### src/rtl/if_stage_pkg.sv
// Shared types and constants for the instruction-fetch stage.
// Latency: n/a (package only).
// Backpressure: n/a (package only).
package if_stage_pkg;

    localparam logic [63:0] RESET_PC_DEFAULT = 64'h0000_0000_8000_0000;
    localparam logic [31:0] INST_NOP         = 32'h0000_0013;  // addi x0,x0,0

    // One buffered fetch result: the instruction word and the PC it came from.
    typedef struct packed {
        logic [31:0] inst;
        logic [63:0] pc;
    } inst_ent_t;

endpackage

### src/rtl/if_stage_if.sv
// Bundle of the fetch stage's memory, redirect and ID-facing handshakes.
// Latency: n/a (wires only).
// Backpressure: imem_req_ready stalls requests, id_ready stalls delivery to ID.
//
// Signals:
//   imem_req_valid/ready/addr  fetch request channel toward instruction memory
//   imem_resp_valid/data       in-order response words from memory
//   redirect_valid/pc          EXE branch/jump redirect
//   inst_valid/id_ready        handoff to id_stage, with inst and inst_pc
// Modports: master = fetch stage, slave = its environment.
interface if_stage_if;
    logic        imem_req_valid;
    logic        imem_req_ready;
    logic [63:0] imem_req_addr;
    logic        imem_resp_valid;
    logic [31:0] imem_resp_data;
    logic        redirect_valid;
    logic [63:0] redirect_pc;
    logic        inst_valid;
    logic        id_ready;
    logic [31:0] inst;
    logic [63:0] inst_pc;

    modport master (
        output imem_req_valid, imem_req_addr, inst_valid, inst, inst_pc,
        input  imem_req_ready, imem_resp_valid, imem_resp_data,
               redirect_valid, redirect_pc, id_ready
    );

    modport slave (
        input  imem_req_valid, imem_req_addr, inst_valid, inst, inst_pc,
        output imem_req_ready, imem_resp_valid, imem_resp_data,
               redirect_valid, redirect_pc, id_ready
    );
endinterface

### src/rtl/if_stage_sync_fifo.sv
// Generic synchronous FIFO with flush and occupancy count.
// Latency: a push is visible at the head on the following cycle.
// Backpressure: none internally; callers must not push when full (credit-limited).
//
// Ports: clk, rst (sync, active-high), i_flush (clears contents), i_push/i_push_dat,
//        i_pop (ignored when empty), o_head_dat (oldest entry), o_count (0..DEPTH).
module sync_fifo #(
    parameter int WIDTH = 8,
    parameter int DEPTH = 2
) (
    input  logic                   clk,
    input  logic                   rst,
    input  logic                   i_flush,
    input  logic                   i_push,
    input  logic [WIDTH-1:0]       i_push_dat,
    input  logic                   i_pop,
    output logic [WIDTH-1:0]       o_head_dat,
    output logic [$clog2(DEPTH):0] o_count
);
    localparam int AW = $clog2(DEPTH);

    logic [WIDTH-1:0] r_mem [DEPTH];
    logic [AW-1:0]    r_wr_ptr;
    logic [AW-1:0]    r_rd_ptr;
    logic [AW:0]      r_count;
    logic             w_pop;

    assign w_pop      = i_pop && (r_count != '0);
    assign o_head_dat = r_mem[r_rd_ptr];
    assign o_count    = r_count;

    // DEPTH is a power of two, so the pointers wrap naturally.
    always_ff @(posedge clk) begin
        if (rst || i_flush) begin
            r_wr_ptr <= '0;
            r_rd_ptr <= '0;
            r_count  <= '0;
        end else begin
            if (i_push) begin
                r_mem[r_wr_ptr] <= i_push_dat;
                r_wr_ptr        <= r_wr_ptr + 1'b1;
            end
            if (w_pop) begin
                r_rd_ptr <= r_rd_ptr + 1'b1;
            end
            r_count <= r_count + {{AW{1'b0}}, i_push} - {{AW{1'b0}}, w_pop};
        end
    end
endmodule

### src/rtl/if_stage.sv
// Instruction fetch: issues pipelined imem requests, buffers words with PCs, feeds ID.
// Latency: response word visible to ID one cycle after imem_resp_valid.
// Backpressure: at most DEPTH requests in flight plus buffered words; id_ready=0 stalls fetch.
//
// Ports: clk, rst (sync, active-high), bus (if_stage_if.master: imem request/response,
//        EXE redirect, inst/inst_pc handoff to id_stage).
module if_stage
    import if_stage_pkg::*;
#(
    parameter logic [63:0] RESET_PC = RESET_PC_DEFAULT,
    parameter int          DEPTH    = 2
) (
    input  logic       clk,
    input  logic       rst,
    if_stage_if.master bus
);
    localparam int CNT_W = $clog2(DEPTH) + 1;

    logic [63:0]      r_fetch_pc;
    logic [CNT_W-1:0] r_drop_cnt;
    logic [CNT_W-1:0] w_out_cnt;
    logic [CNT_W-1:0] w_buf_cnt;
    logic [63:0]      w_pcq_head;
    inst_ent_t        w_buf_head;
    inst_ent_t        w_buf_in;
    logic             w_credit_ok;
    logic             w_req_fire;
    logic             w_resp_fire;
    logic             w_drop;
    logic             w_buf_push;
    logic             w_buf_pop;
    logic             w_inst_vld;

    // Every in-flight request and every buffered word holds one of DEPTH slots,
    // so a response always has room in the buffer.
    assign w_credit_ok = ({1'b0, w_out_cnt} + {1'b0, w_buf_cnt}) < (CNT_W+1)'(DEPTH);

    assign bus.imem_req_valid = !rst && !bus.redirect_valid && w_credit_ok;
    assign bus.imem_req_addr  = r_fetch_pc;

    assign w_req_fire  = bus.imem_req_valid && bus.imem_req_ready;
    assign w_resp_fire = bus.imem_resp_valid;

    // Wrong-path words: anything still owed from before a redirect, plus a
    // word arriving in the redirect cycle itself.
    assign w_drop     = bus.redirect_valid || (r_drop_cnt != '0);
    assign w_buf_push = w_resp_fire && !w_drop;
    assign w_buf_in   = '{inst: bus.imem_resp_data, pc: w_pcq_head};

    assign w_inst_vld = (w_buf_cnt != '0);
    assign w_buf_pop  = w_inst_vld && bus.id_ready;

    assign bus.inst_valid = w_inst_vld;
    assign bus.inst       = w_inst_vld ? w_buf_head.inst : INST_NOP;
    assign bus.inst_pc    = w_inst_vld ? w_buf_head.pc   : 64'd0;

    // PC queue occupancy is exactly the outstanding-request count. It is never
    // flushed by a redirect: dropped responses still pop their own PC.
    sync_fifo #(.WIDTH(64), .DEPTH(DEPTH)) u_pc_q (
        .clk        (clk),
        .rst        (rst),
        .i_flush    (1'b0),
        .i_push     (w_req_fire),
        .i_push_dat (r_fetch_pc),
        .i_pop      (w_resp_fire),
        .o_head_dat (w_pcq_head),
        .o_count    (w_out_cnt)
    );

    sync_fifo #(.WIDTH($bits(inst_ent_t)), .DEPTH(DEPTH)) u_inst_buf (
        .clk        (clk),
        .rst        (rst),
        .i_flush    (bus.redirect_valid),
        .i_push     (w_buf_push),
        .i_push_dat (w_buf_in),
        .i_pop      (w_buf_pop),
        .o_head_dat (w_buf_head),
        .o_count    (w_buf_cnt)
    );

    always_ff @(posedge clk) begin
        if (rst) begin
            r_fetch_pc <= RESET_PC;
        end else if (bus.redirect_valid) begin
            r_fetch_pc <= bus.redirect_pc & ~64'h3;
        end else if (w_req_fire) begin
            r_fetch_pc <= r_fetch_pc + 64'd4;
        end
    end

    // On redirect every request still in flight after this cycle becomes a drop;
    // a response landing in the same cycle is already discarded via w_drop.
    always_ff @(posedge clk) begin
        if (rst) begin
            r_drop_cnt <= '0;
        end else begin
            if (bus.redirect_valid) begin
                r_drop_cnt <= w_out_cnt - CNT_W'(w_resp_fire);
            end else if (w_resp_fire && (r_drop_cnt != '0)) begin
                r_drop_cnt <= r_drop_cnt - 1'b1;
            end
            if (w_resp_fire) begin
                assert (w_out_cnt != '0);
            end
        end
    end
endmodule

### src/flat_wrapper.sv
// flat-port wrapper written by rule: the top's interface ports become plain ports
module if_stage_flat import if_stage_pkg::*;
#(
    parameter logic [63:0] RESET_PC = RESET_PC_DEFAULT,
    parameter int          DEPTH    = 2
)
  (clk, rst, bus_imem_req_valid, bus_imem_req_addr, bus_inst_valid, bus_inst, bus_inst_pc, bus_imem_req_ready, bus_imem_resp_valid, bus_imem_resp_data, bus_redirect_valid, bus_redirect_pc, bus_id_ready);
  if_stage_if bus_i ();
  input  logic clk;
  input  logic rst;
  output wire logic [$bits(bus_i.imem_req_valid)-1:0] bus_imem_req_valid;
  output wire logic [$bits(bus_i.imem_req_addr)-1:0] bus_imem_req_addr;
  output wire logic [$bits(bus_i.inst_valid)-1:0] bus_inst_valid;
  output wire logic [$bits(bus_i.inst)-1:0] bus_inst;
  output wire logic [$bits(bus_i.inst_pc)-1:0] bus_inst_pc;
  input wire logic [$bits(bus_i.imem_req_ready)-1:0] bus_imem_req_ready;
  input wire logic [$bits(bus_i.imem_resp_valid)-1:0] bus_imem_resp_valid;
  input wire logic [$bits(bus_i.imem_resp_data)-1:0] bus_imem_resp_data;
  input wire logic [$bits(bus_i.redirect_valid)-1:0] bus_redirect_valid;
  input wire logic [$bits(bus_i.redirect_pc)-1:0] bus_redirect_pc;
  input wire logic [$bits(bus_i.id_ready)-1:0] bus_id_ready;
  assign bus_imem_req_valid = bus_i.imem_req_valid;
  assign bus_imem_req_addr = bus_i.imem_req_addr;
  assign bus_inst_valid = bus_i.inst_valid;
  assign bus_inst = bus_i.inst;
  assign bus_inst_pc = bus_i.inst_pc;
  assign bus_i.imem_req_ready = bus_imem_req_ready;
  assign bus_i.imem_resp_valid = bus_imem_resp_valid;
  assign bus_i.imem_resp_data = bus_imem_resp_data;
  assign bus_i.redirect_valid = bus_redirect_valid;
  assign bus_i.redirect_pc = bus_redirect_pc;
  assign bus_i.id_ready = bus_id_ready;
  if_stage #(.RESET_PC(RESET_PC), .DEPTH(DEPTH)) u_core (.clk(clk), .rst(rst), .bus(bus_i));
endmodule
### config.mk
export PLATFORM = sky130hd
export DESIGN_NAME = if_stage_flat
export DESIGN_NICKNAME = d
export VERILOG_FILES = /design/src/rtl/if_stage_pkg.sv /design/src/rtl/if_stage_if.sv /design/src/rtl/if_stage_sync_fifo.sv /design/src/rtl/if_stage.sv /design/src/flat_wrapper.sv
export SDC_FILE = /design/constraint.sdc
export NUM_CORES = 1
export LEC_CHECK = 0
export CAP_MARGIN = 40
export CORE_MARGIN = 3
export CORE_UTILIZATION = 50
export CTS_BUF_LIST = sky130_fd_sc_hd__clkbuf_4 sky130_fd_sc_hd__clkbuf_8
export DETAILED_ROUTE_END_ITERATION = 8
export GPL_TIMING_DRIVEN = 1
export HOLD_SLACK_MARGIN = 0.03
export PLACE_DENSITY = 0.82
export SYNTH_ARGS = -nofsm -noshare
export SYNTH_HDL_FRONTEND = slang
export SYNTH_SLANG_ARGS = --single-unit
### constraint.sdc
create_clock -name clk -period 10.4 [get_ports clk]
set_input_delay 2.08 -clock clk [delete_from_list [all_inputs] [get_ports clk]]
set_output_delay 2.08 -clock clk [all_outputs]
set_load 0.1 [all_outputs]
### Word level (Yosys, flattened, before mapping)

Memories as Yosys holds them, arrays and structs flattened. A register that Yosys moved wholly into a read port is not among the register bits.
Index checks and enable logic that the tools add are counted.

| operators by class | value |
|---|---|
| magnitude comparators | 1 |
| mux-type cells | 16 |
| reductions and logical operators | 19 |
| add/sub/neg operators | 12 |

Operator list:

| kind | count |
|---|---|
| $mux 64 | 3 |
| $add 64x3->64 const B | 1 |
| $mux 32 | 1 |
| $mux 1 | 10 |
| $reduce_bool 2->1 | 5 |
| $logic_and 1x1->1 | 8 |
| $sub 2x1->2 | 3 |
| $add 1x1->1 const B | 4 |
| $add 2x1->2 | 2 |
| $mux 2 | 2 |
| $add 2x2->3 | 1 |
| $logic_not 1->1 | 3 |
| $lt 3x2->1 const B | 1 |
| $logic_or 1x1->1 | 2 |
| $reduce_or 2->1 | 1 |
| $sub 2x1->2 const B | 1 |

| word-level totals | value |
|---|---|
| logic and storage cells | 59 |
| flip-flop bits (word level) | 74 |
| memories kept | 2 |
| bits of input ports | 102 |
| bits in writable memories | 320 |

Memory list:

| name | depth | bits a word | rd ports | clocked after memory_dff | wr ports | line | text |
|---|---|---|---|---|---|---|---|
| u_core.u_inst_buf.r_mem | 2 | 96 | 1 | 1 | 1 | if_stage_sync_fifo.sv:22 | `logic [WIDTH-1:0] r_mem [DEPTH];` |
| u_core.u_pc_q.r_mem | 2 | 64 | 1 | 1 | 1 | if_stage_sync_fifo.sv:22 |  |

### Logic depth before layout (Yosys ltp)

Gate-level depths: netlist of the first run.

| depth | value |
|---|---|
| word-level depth | 7 |
| depth in mapped cells | 11 |

### Cells and area by module

From an unflattened synthesis of the first run, not the netlist that was laid out.

| unflattened totals | value |
|---|---|
| cell total of the unflattened synthesis | 1,238 |
| area total of the unflattened synthesis | 17,650.7 µm² |

By module, submodules not included:

| module | times used | area each (µm²) | cells each |
|---|---|---|---|
| sync_fifo (u_core.u_inst_buf) | 1 | 7,369.6 | 321 |
| sync_fifo (u_core.u_pc_q) | 1 | 5,162.5 | 221 |
| if_stage | 1 | 5,118.7 | 696 |

### Worst setup path after synthesis of the first run

OpenSTA, ideal clock, no wires.

| timing | value |
|---|---|
| kind | input-to-reg |
| start | input port rst |
| end | memory u_core.u_inst_buf.r_mem[0][10] (netlist name) (enable) |
| setup slack | 0.548 ns |
| stages on the path | 4 |
| path buffers | 2 |
| data arrival time | 9.190 ns |
| cell sequence | clkbuf_1 -> or2_2 -> clkbuf_1 -> nor3_1 |

| between the ends | value |
|---|---|
| word-level cells in the longest chain between the ends | 3 |

RTL lines:

| item | line | text |
|---|---|---|
| start: declaration | flat_wrapper.sv:10 | `input logic rst;` |
| $logic_or 1x1->1 | if_stage_sync_fifo.sv:34 | `if (rst \|\| i_flush) begin` |
| $mux 1 | if_stage_sync_fifo.sv:34 |  |
| $mux 1 (not written as such) | if_stage_sync_fifo.sv:40 | `r_mem[r_wr_ptr] <= i_push_dat;` |
| end: declaration | if_stage_sync_fifo.sv:22 |  |

No other way between the ends.

### Worst setup path in the final report of the first run

| timing | value |
|---|---|
| start | input port bus_redirect_valid |
| end | output port bus_imem_req_valid |

| between the ends | value |
|---|---|
| word-level cells in the longest chain between the ends | 3 |

RTL lines:

| item | line | text |
|---|---|---|
| start: declaration | flat_wrapper.sv:19 | `input wire logic [$bits(bus_i.redirect_valid)-1:0] bus_redirect_valid;` |
| $logic_not 1->1 | if_stage.sv:38 | `assign bus.imem_req_valid = !rst && !bus.redirect_valid && w_credit_ok;` |
| $logic_and 1x1->1 (2 in a row) | if_stage.sv:38 |  |
| end: declaration | flat_wrapper.sv:11 | `output wire logic [$bits(bus_i.imem_req_valid)-1:0] bus_imem_req_valid;` |

No other way between the ends.

==> out/results.ini, run 1 <==
[pwr]
powerDensity_nw_per_um2=170
peakVddDrop_uv=149
leakage_nw=7.92

[route]
ant_nets=0
drt-pass1-iter-count=5
wl_per_cell_um=22.1
drc=0
wl_mm=45.2
via_count=11800
drt-initial-drc-count=1157
avgViaCountPerCell=5.78

[clock_tree]
clockBufferDepth=3
cts_inserted_buffers=60
cts_resized=0
cts_tree=built
clk_latency_ps=600
post_cts_buffers=0
clkSlewWorstSetupHoldPaths_ps=60
htree_num_levels=2
cts-root-buf=clkbuf_8
cts_sinks=386
cts-hold-fix-buffers=0

[worst_setup_path]
critical_path_buf_inv_count=4
cp_max_fo=77
cp.depth=6
crit_type=in -> out
critPathRequiredTime_ps=8320
crit_arrival_ps=4160
end_kind=output pin
crit_chain=buf_2 > buf_4 > or2_2 > nor3_1 > clkdlybuf4s50_1 > buf_16
slowest_stage=clkdlybuf4s50_1
r2r_cells=7
cpPeakStageDelay_ps=620
cp-start-kind=input port
cpLargestDelayFamily=buffers and inverters

[status]
outcome=finished clean

[final_layout]
utilization_pct=74.6
drive_gt1_share_pct=22.0
nNetsFinal=1701
fillers=1851
finalInstanceArea_um2=23200
finalNonFillerCells=2039
n_antenna_cell=0
syn2layout_area_growth_pct=45.1

[timing]
post-route-min-period_ps=6240
slew_viol_final=0
fin_skew_ps=28.0
timing.hold.ws_ps=510
rsz0062_at_grt=no
worst_pin_slew_ps=863
slew_headroom_pct=42.5
fmax_mhz=160
hold_violations=0
setup_viol=0
tns_ps=0
fin_crit_sh_pct=60.0

[grt]
grt_overflow=0
grt_pass1_wl_mm=69.2
grt_pass1_vias=12700
grt_max_degree=78
antenna_found_initial=1
grtUsageTotal_pct=26.3

[floorplanning]
io_pins=264
die_width_um=185
fp.dieH_um=185
die_area_um2=34100
initial_core_util_pct=51.4
num_rows=64
coreArea_um2=31100

[logic_synthesis]
dominantRegCellSynth=edfxtp_1
synth_area_um2=16000
synthTopCellsByArea=edfxtp_1, dfxtp_1, mux2i_1
synth_edf_count=312
syn_area_per_cell_um2=13.7
postSynthCellCount=1167
async_flop_share_pct=0
synth_cell_types=59
yosys.area.top_type=edfxtp_1
synth_top_area_share_pct=58.6
ys_ff_latch=386
ys_warn_count=0
yosysMostFrequentCell=edfxtp_1
ys_top_cells_by_count=edfxtp_1, nor2_1, mux2i_1
synth_seq_area_share_pct=67.9

[place]
port_buffers=257
gp_congestion=0.876
place_area_um2=21900
dp_cells=1924
place_hpwl_mm=29.9

[worst_hold_path]
hp-class=reg -> reg
min_path_cells=0

[run]
maxCapViolations=0

## stage by stage
stage | total power, mW | worst slack [ps]
after detailed placement | 2.67 | 4240
after CTS | 3.97 | 4200
after floorplan | 2.31 | 548
after global routing | 4.07 | 4100
final | 3.94 | 4160
after global placement | 2.49 | 3850
## power by group
group	total (mW)	switching [mW]	internal, mW
registers	1.84	0.0743	1.76
clock network	1.30	0.575	0.724
logic	0.804	0.481	0.323
## layout by cell type, fill, tap and decap left out, drive strengths merged, types with 5 or more instances in the layout
master         synthesis  final
inv                   23     24
clkdlybuf4s50          0    255
nand3                 26     26
xnor2                 20     20
a2111oi               11     11
or3                    6      6
xor2                  13     13
clkinv                 0     21
and3                  13     13
nor2b                  5      5
a211oi                18     18
ha                     7      7
buf                   18    174
nand4                 36     36
a21oi                 19     19
and2                   6      6
a31oi                  8      8
o311ai                 7      7
o21ai                  5      5
and4                   8      8
nor2                 153    153
nor3                  18     18
o211ai                 6      6
or4                   13     13
edfxtp               312    312
mux2                  65     65
nor4                  17     17
a311oi                10     10
clkbuf                54     88
nor4b                  9      9
mux2i                 97     97
dfxtp                 74     74
o21a                   6      6
nand2                 58     58
## area by class of cell
type / count / area [um^2] / area share [%]
flip-flops and latches: 386 / 10900 / 46.8
multi-input cells: 689 / 4800 / 20.7
clock inverters: 27 / 206 / 0.891
well taps: 396 / 495 / 2.14
repair buffers: 431 / 5690 / 24.5
inverters: 23 / 86.3 / 0.372
clock buffers: 87 / 1050 / 4.52
## per-layer routing
metal  vias to the layer above  GRT usage, %  wire [um]
li1                       5278             -          -
met1                      5662          31.6      16700
met2                       681          45.9      22900
met3                       162          4.74       3560
met4                         2          12.7       2010
met5                         -             0         20
## state kept, by name, summed over array words and instances (netlist names), 2 cells and up, named ones only
name and cells:
u_core.u_inst_buf.o_count 2, u_core.r_drop_cnt 2, u_core.bus.imem_req_addr 62, u_core.u_pc_q.o_count 2, u_core.u_pc_q.r_mem 124, u_core.u_inst_buf.r_mem 188
## worst reg2reg max path: stages (launching register included)
cell and delay, ps:
dfxtp_1 380, inv_1 80, nor2_1 120, fa_1 480
nor3b_2 240, nand2_1 430, nor2_4 780, buf_4 740
## cell families after synthesis
family	synth area share [%]
AND/OR/NAND/NOR	12.0
XOR/XNOR	1.81
AO/OA/AOI/OAI	4.60
adder cells (fa/ha/maj)	0.673
other	0.0235
buffers and inverters	2.36
multiplexers	10.7
flip-flops	67.9
## worst paths after layout
| path | startpoint | endpoint | slack, ps |
|---|---|---|---|
| max | bus_redirect_valid | bus_imem_req_valid | 4160 |
| min | u_core.bus.imem_req_addr[63] | u_core.u_pc_q.r_mem[0][63] | 510 |
| max reg2reg | u_core.u_inst_buf.o_count[0] | u_core.u_pc_q.r_mem[0][28] | 6770 |
| min reg2reg | u_core.bus.imem_req_addr[63] | u_core.u_pc_q.r_mem[0][63] | 510 |
No activity file was read; power rests on OpenSTA's default activity.
==> inputs of run 2 (changes only) <==
Clock period 10.4 ns to 5.1 ns, I/O delays scaled along.
==> run 2 against run 1 <==
  * Die area unchanged
  * Clock skew up 7.9 ps
  * Critical path type is now reg -> out
  * Flip-flop and latch count unchanged
  * Highest routed layer unchanged
  * First-iteration DRC count up 9.9%
  * Core utilization down 0.54 points
==> out/results.ini, run 2 (same netlist as run 1, synthesis figures left out) <==
[timing]
hold_violations=0
fin_crit_sh_pct=77.9
worst_pin_slew_ps=925
fin_skew_ps=35.9
fmax_mhz=252
tns_ps=0
slew_headroom_pct=38.1
rsz0062_at_grt=no
setup_viol=0
post-route-min-period_ps=3970
slew_viol_final=0

[pwr]
powerDensity_nw_per_um2=345
leakage_nw=7.87
pwr-share-seq_pct=47.2
clkPwrFrac_pct=32.4
p_int_mw=5.64
combPwrFrac_pct=20.4
swShare_pct=28.9
total_power_mw=7.93
p_sw_mw=2.29
peakVddDrop_uv=235

[final_layout]
layout_common_cells=edfxtp_1, clkdlybuf4s50_1, nor2_1
finalNonFillerCells=2037
regMostFlops=u_core.u_inst_buf.r_mem
largest_reg_flops=188
fillers=1854
final_common_cell=edfxtp_1
n_antenna_cell=0
drive_gt1_share_pct=22.2
nNetsFinal=1700
syn2layout_area_growth_pct=44.0

[worst_setup_path]
crit_type=reg -> out
crit_arrival_ps=2950
crit_chain=buf_12 > mux2i_1 > nor2_1 > clkdlybuf4s50_1 > buf_8
cp_max_fo=37
end_kind=output pin
r2r_start=u_core.u_inst_buf.o_count[0]
critical_path_buf_inv_count=3
cp-start-kind=flip-flop
critPathRequiredTime_ps=4080
cpPeakStageDelay_ps=830
cpLargestDelayFamily=buffers and inverters
slowest_stage=dfxtp_4

[clock_tree]
clkSlewWorstSetupHoldPaths_ps=70
cts-hold-fix-buffers=0
post_cts_buffers=0
clk_latency_ps=600
cts_tree=built
cts_resized=0
clockBufferDepth=3
htree_num_levels=2
cts_inserted_buffers=59
cts_sinks=386
cts-root-buf=clkbuf_8

[route]
ant_nets=0
drt-pass1-iter-count=5
drc=0
wl_per_cell_um=22.2
wl_mm=45.3
avgViaCountPerCell=5.78
via_count=11800
drt-initial-drc-count=1271

[floorplanning]
die_width_um=185
coreArea_um2=31100
num_rows=64
fp.dieH_um=185
initial_core_util_pct=51.4
io_pins=264
die_area_um2=34100

[place]
dp_cells=1925
gp_congestion=0.827
place_hpwl_mm=30.7
port_buffers=257

[grt]
grt_pass1_wl_mm=69.1
grt_overflow=0
antenna_found_initial=3
grt_max_degree=53
grt_pass1_vias=12300
grtUsageTotal_pct=26.3

[run]
maxCapViolations=0

[worst_hold_path]
hp-class=reg -> reg
hold_start=u_core.u_inst_buf.r_rd_ptr

[status]
outcome=finished clean

## run 2: worst paths after layout
path	endpoint	slack, ps	depth (start not counted)
worst max-delay path	bus_inst[17]	1130	5
worst min register to register	u_core.u_inst_buf.r_rd_ptr	520	2
worst max register to register	u_core.bus.imem_req_addr[52]	1780	9
worst min-delay path	u_core.u_inst_buf.r_rd_ptr	520	2
## run 2: final cells by class
type	count	area, um^2	area share (%)
sequential	386	10900	47.2
timing repair buffer	431	5550	24.1
tap	396	495	2.15
multi-input combinational	689	4810	20.9
clock buffer	89	1080	4.70
clock inverter	23	133	0.576
inverter	23	86.3	0.375
## run 2: stage by stage
step / hold WS, ps / setup WS (ps) / utilization [%] / instance area [um^2]
floorplan: 481 / -754 / - / 16000
global route: 528 / 991 / 74.1 / 23000
CTS: 522 / 1120 / 74.1 / 23000
finish: 520 / 1130 / 74.1 / 23000
detailed placement: 496 / 1430 / 70.2 / 21800
global placement: 478 / 1400 / 61.0 / 19000
## run 2: worst min-delay path, cell delays in order, from the launching register on
cell and delay (ps):
dfxtp_1 330, xnor2_1 80, nor2_1 80
## run 2: power groups by stage
stage          Sequential (mW)  Clock, mW  Combinational [mW]
3_3_place_gp              3.83          0                1.26
4_1_cts                   3.74       2.62                1.62
3_5_place_dp              3.80          0                1.62
2_1_floorplan             3.97          0               0.748
6_report                  3.74       2.57                1.62
5_1_grt                   3.75       2.78                1.69
## run 2: layer usage
layer	global-route usage [%]	vias to the layer above	share of wire (%)
met5	0	-	0.075
met4	10.0	6	3.5
met3	5.45	151	7.8
met2	45.7	624	51
met1	32.5	5729	38
li1	-	5264	-
==> inputs of run 3 (changes only) <==
Clock period 5.1 ns to 3.5 ns, I/O delays scaled along.
==> run 3 against run 2 <==
  * Clock power grew 53%
  * Flip-flop and latch count is the same
  * Design area shrank 12%
  * Cell count shrank 6.5%
  * Core utilization shrank 8.6 points
  * Critical path depth grew 4
  * First-iteration DRC count shrank 32%
  * Sequential share of layout area grew 6.2 points
  * Global-route usage shrank 3.3 points
  * Critical path type is now reg -> reg
  * Largest cell class unchanged
==> out/results.ini, run 3 (same netlist as run 1, synthesis figures left out) <==
[status]
outcome=finished clean

[clock_tree]
cts-root-buf=clkbuf_8
cts_inserted_buffers=61
cts_sinks=386
post_cts_buffers=0
cts_resized=0
cts-hold-fix-buffers=0
clk_latency_ps=610
clkSlewWorstSetupHoldPaths_ps=70
htree_num_levels=2
clockBufferDepth=3
cts_tree=built

[worst_hold_path]
hp-class=reg -> reg
hold_start=u_core.bus.imem_req_addr[63]

[timing]
slew_viol_final=0
rsz0062_at_grt=no
setup_viol=0
post-route-min-period_ps=3030
fin_skew_ps=21.5
slew_headroom_pct=46.3
fmax_mhz=330
fin_crit_sh_pct=86.6
hold_violations=0
worst_pin_slew_ps=806
tns_ps=0
timing.hold.ws_ps=505

[pwr]
p_sw_mw=3.28
peakVddDrop_uv=329
powerDensity_nw_per_um2=558
total_power_mw=11.3
swShare_pct=28.9
combPwrFrac_pct=17.6
clkPwrFrac_pct=34.6
pwr-share-seq_pct=47.7
leakage_nw=7.06
p_int_mw=8.07

[worst_setup_path]
cpPeakStageDelay_ps=480
cpLargestDelayFamily=simple AND/OR/NAND/NOR gates
crit_chain=inv_1 > nor2_1 > fa_1 > nor3b_2 > buf_4 > nand4_1 > nor3_4 > a311oi_1 > a2111oi_0
cp_max_fo=16
r2r_start=u_core.u_inst_buf.o_count[0]
setup.worst_path.start=u_core.u_inst_buf.o_count[0]
critPathRequiredTime_ps=3980
slowest_stage=fa_1
end_kind=flip-flop
regToRegSetupSlack_ps=470
crit_type=reg -> reg
cp-start-kind=flip-flop
crit_arrival_ps=3510
critical_path_buf_inv_count=2

[final_layout]
layout_common_cells=edfxtp_1, buf_4, nor2_1
n_antenna_cell=0
finalNonFillerCells=1905
regMostFlops=u_core.u_inst_buf.r_mem
drive_gt1_share_pct=25.4
largest_reg_flops=188
syn2layout_area_growth_pct=27.3
final_common_cell=edfxtp_1
nNetsFinal=1566

[place]
dp_cells=1789
place_hpwl_mm=26.6
port_buffers=257
gp_congestion=0.876

[grt]
antenna_found_initial=1
grt_pass1_wl_mm=60.9
grt_pass1_vias=10900
grt_overflow=0
grt_max_degree=60
grtUsageTotal_pct=23.0

[route]
ant_nets=0
drt-initial-drc-count=867
avgViaCountPerCell=5.73
wl_mm=40.0
wl_per_cell_um=21.0
drt-pass1-iter-count=7
drc=0
via_count=10900

[run]
maxCapViolations=0

[floorplanning]
initial_core_util_pct=51.4
die_width_um=185
num_rows=64
die_area_um2=34100
coreArea_um2=31100
fp.dieH_um=185
io_pins=264

## run 3: final timing paths
| path | endpoint | cells after the start |
|---|---|---|
| worst max-delay path | u_core.bus.imem_req_addr[38] | 9 |
| worst min-delay path | u_core.u_pc_q.r_mem[0][63] | 0 |
| worst max register to register | u_core.bus.imem_req_addr[38] | 9 |
| worst min register to register | u_core.u_pc_q.r_mem[0][63] | 0 |
## run 3: metal layers
metal | part of all wire [%] | GRT usage (%) | vias up
met3 | 7.6 | 4.66 | 100
li1 | - | - | 5009
met2 | 47 | 37.5 | 501
met5 | 0.030 | 0 | -
met1 | 41 | 30.2 | 5311
met4 | 3.7 | 9.96 | 2
## run 3: power groups by stage
stage	combinational (mW)	sequential (mW)	clock, mW
6_report	2.00	5.42	3.93
5_1_grt	2.10	5.44	4.23
4_1_cts	2.01	5.41	4.02
3_5_place_dp	2.00	5.51	0
3_3_place_gp	1.88	5.56	0
2_1_floorplan	1.10	5.78	0
## run 3: stage by stage
step	util [%]	setup slack, ps	area [um^2]
CTS	65.4	493	20300
floorplan	-	-437	16000
global placement	61.2	537	19000
global route	65.4	236	20300
finish	65.4	470	20300
detailed placement	61.3	422	19000
## run 3: worst reg2reg max path: stages (launching register included)
cell,delay [ps]
dfxtp_1,380
inv_1,90
nor2_1,110
fa_1,480
nor3b_2,260
buf_4,290
nand4_1,210
nor3_4,460
a311oi_1,170
a2111oi_0,450
## run 3: final cells by class
type | instances | area, um^2
clock buffers | 91 | 1120
clock inverters | 25 | 169
fillers | 2264 | 10700
inverters | 23 | 86.3
multi-input cells | 689 | 4810
flip-flops and latches | 386 | 10900
well taps | 396 | 495
repair buffers | 295 | 2790
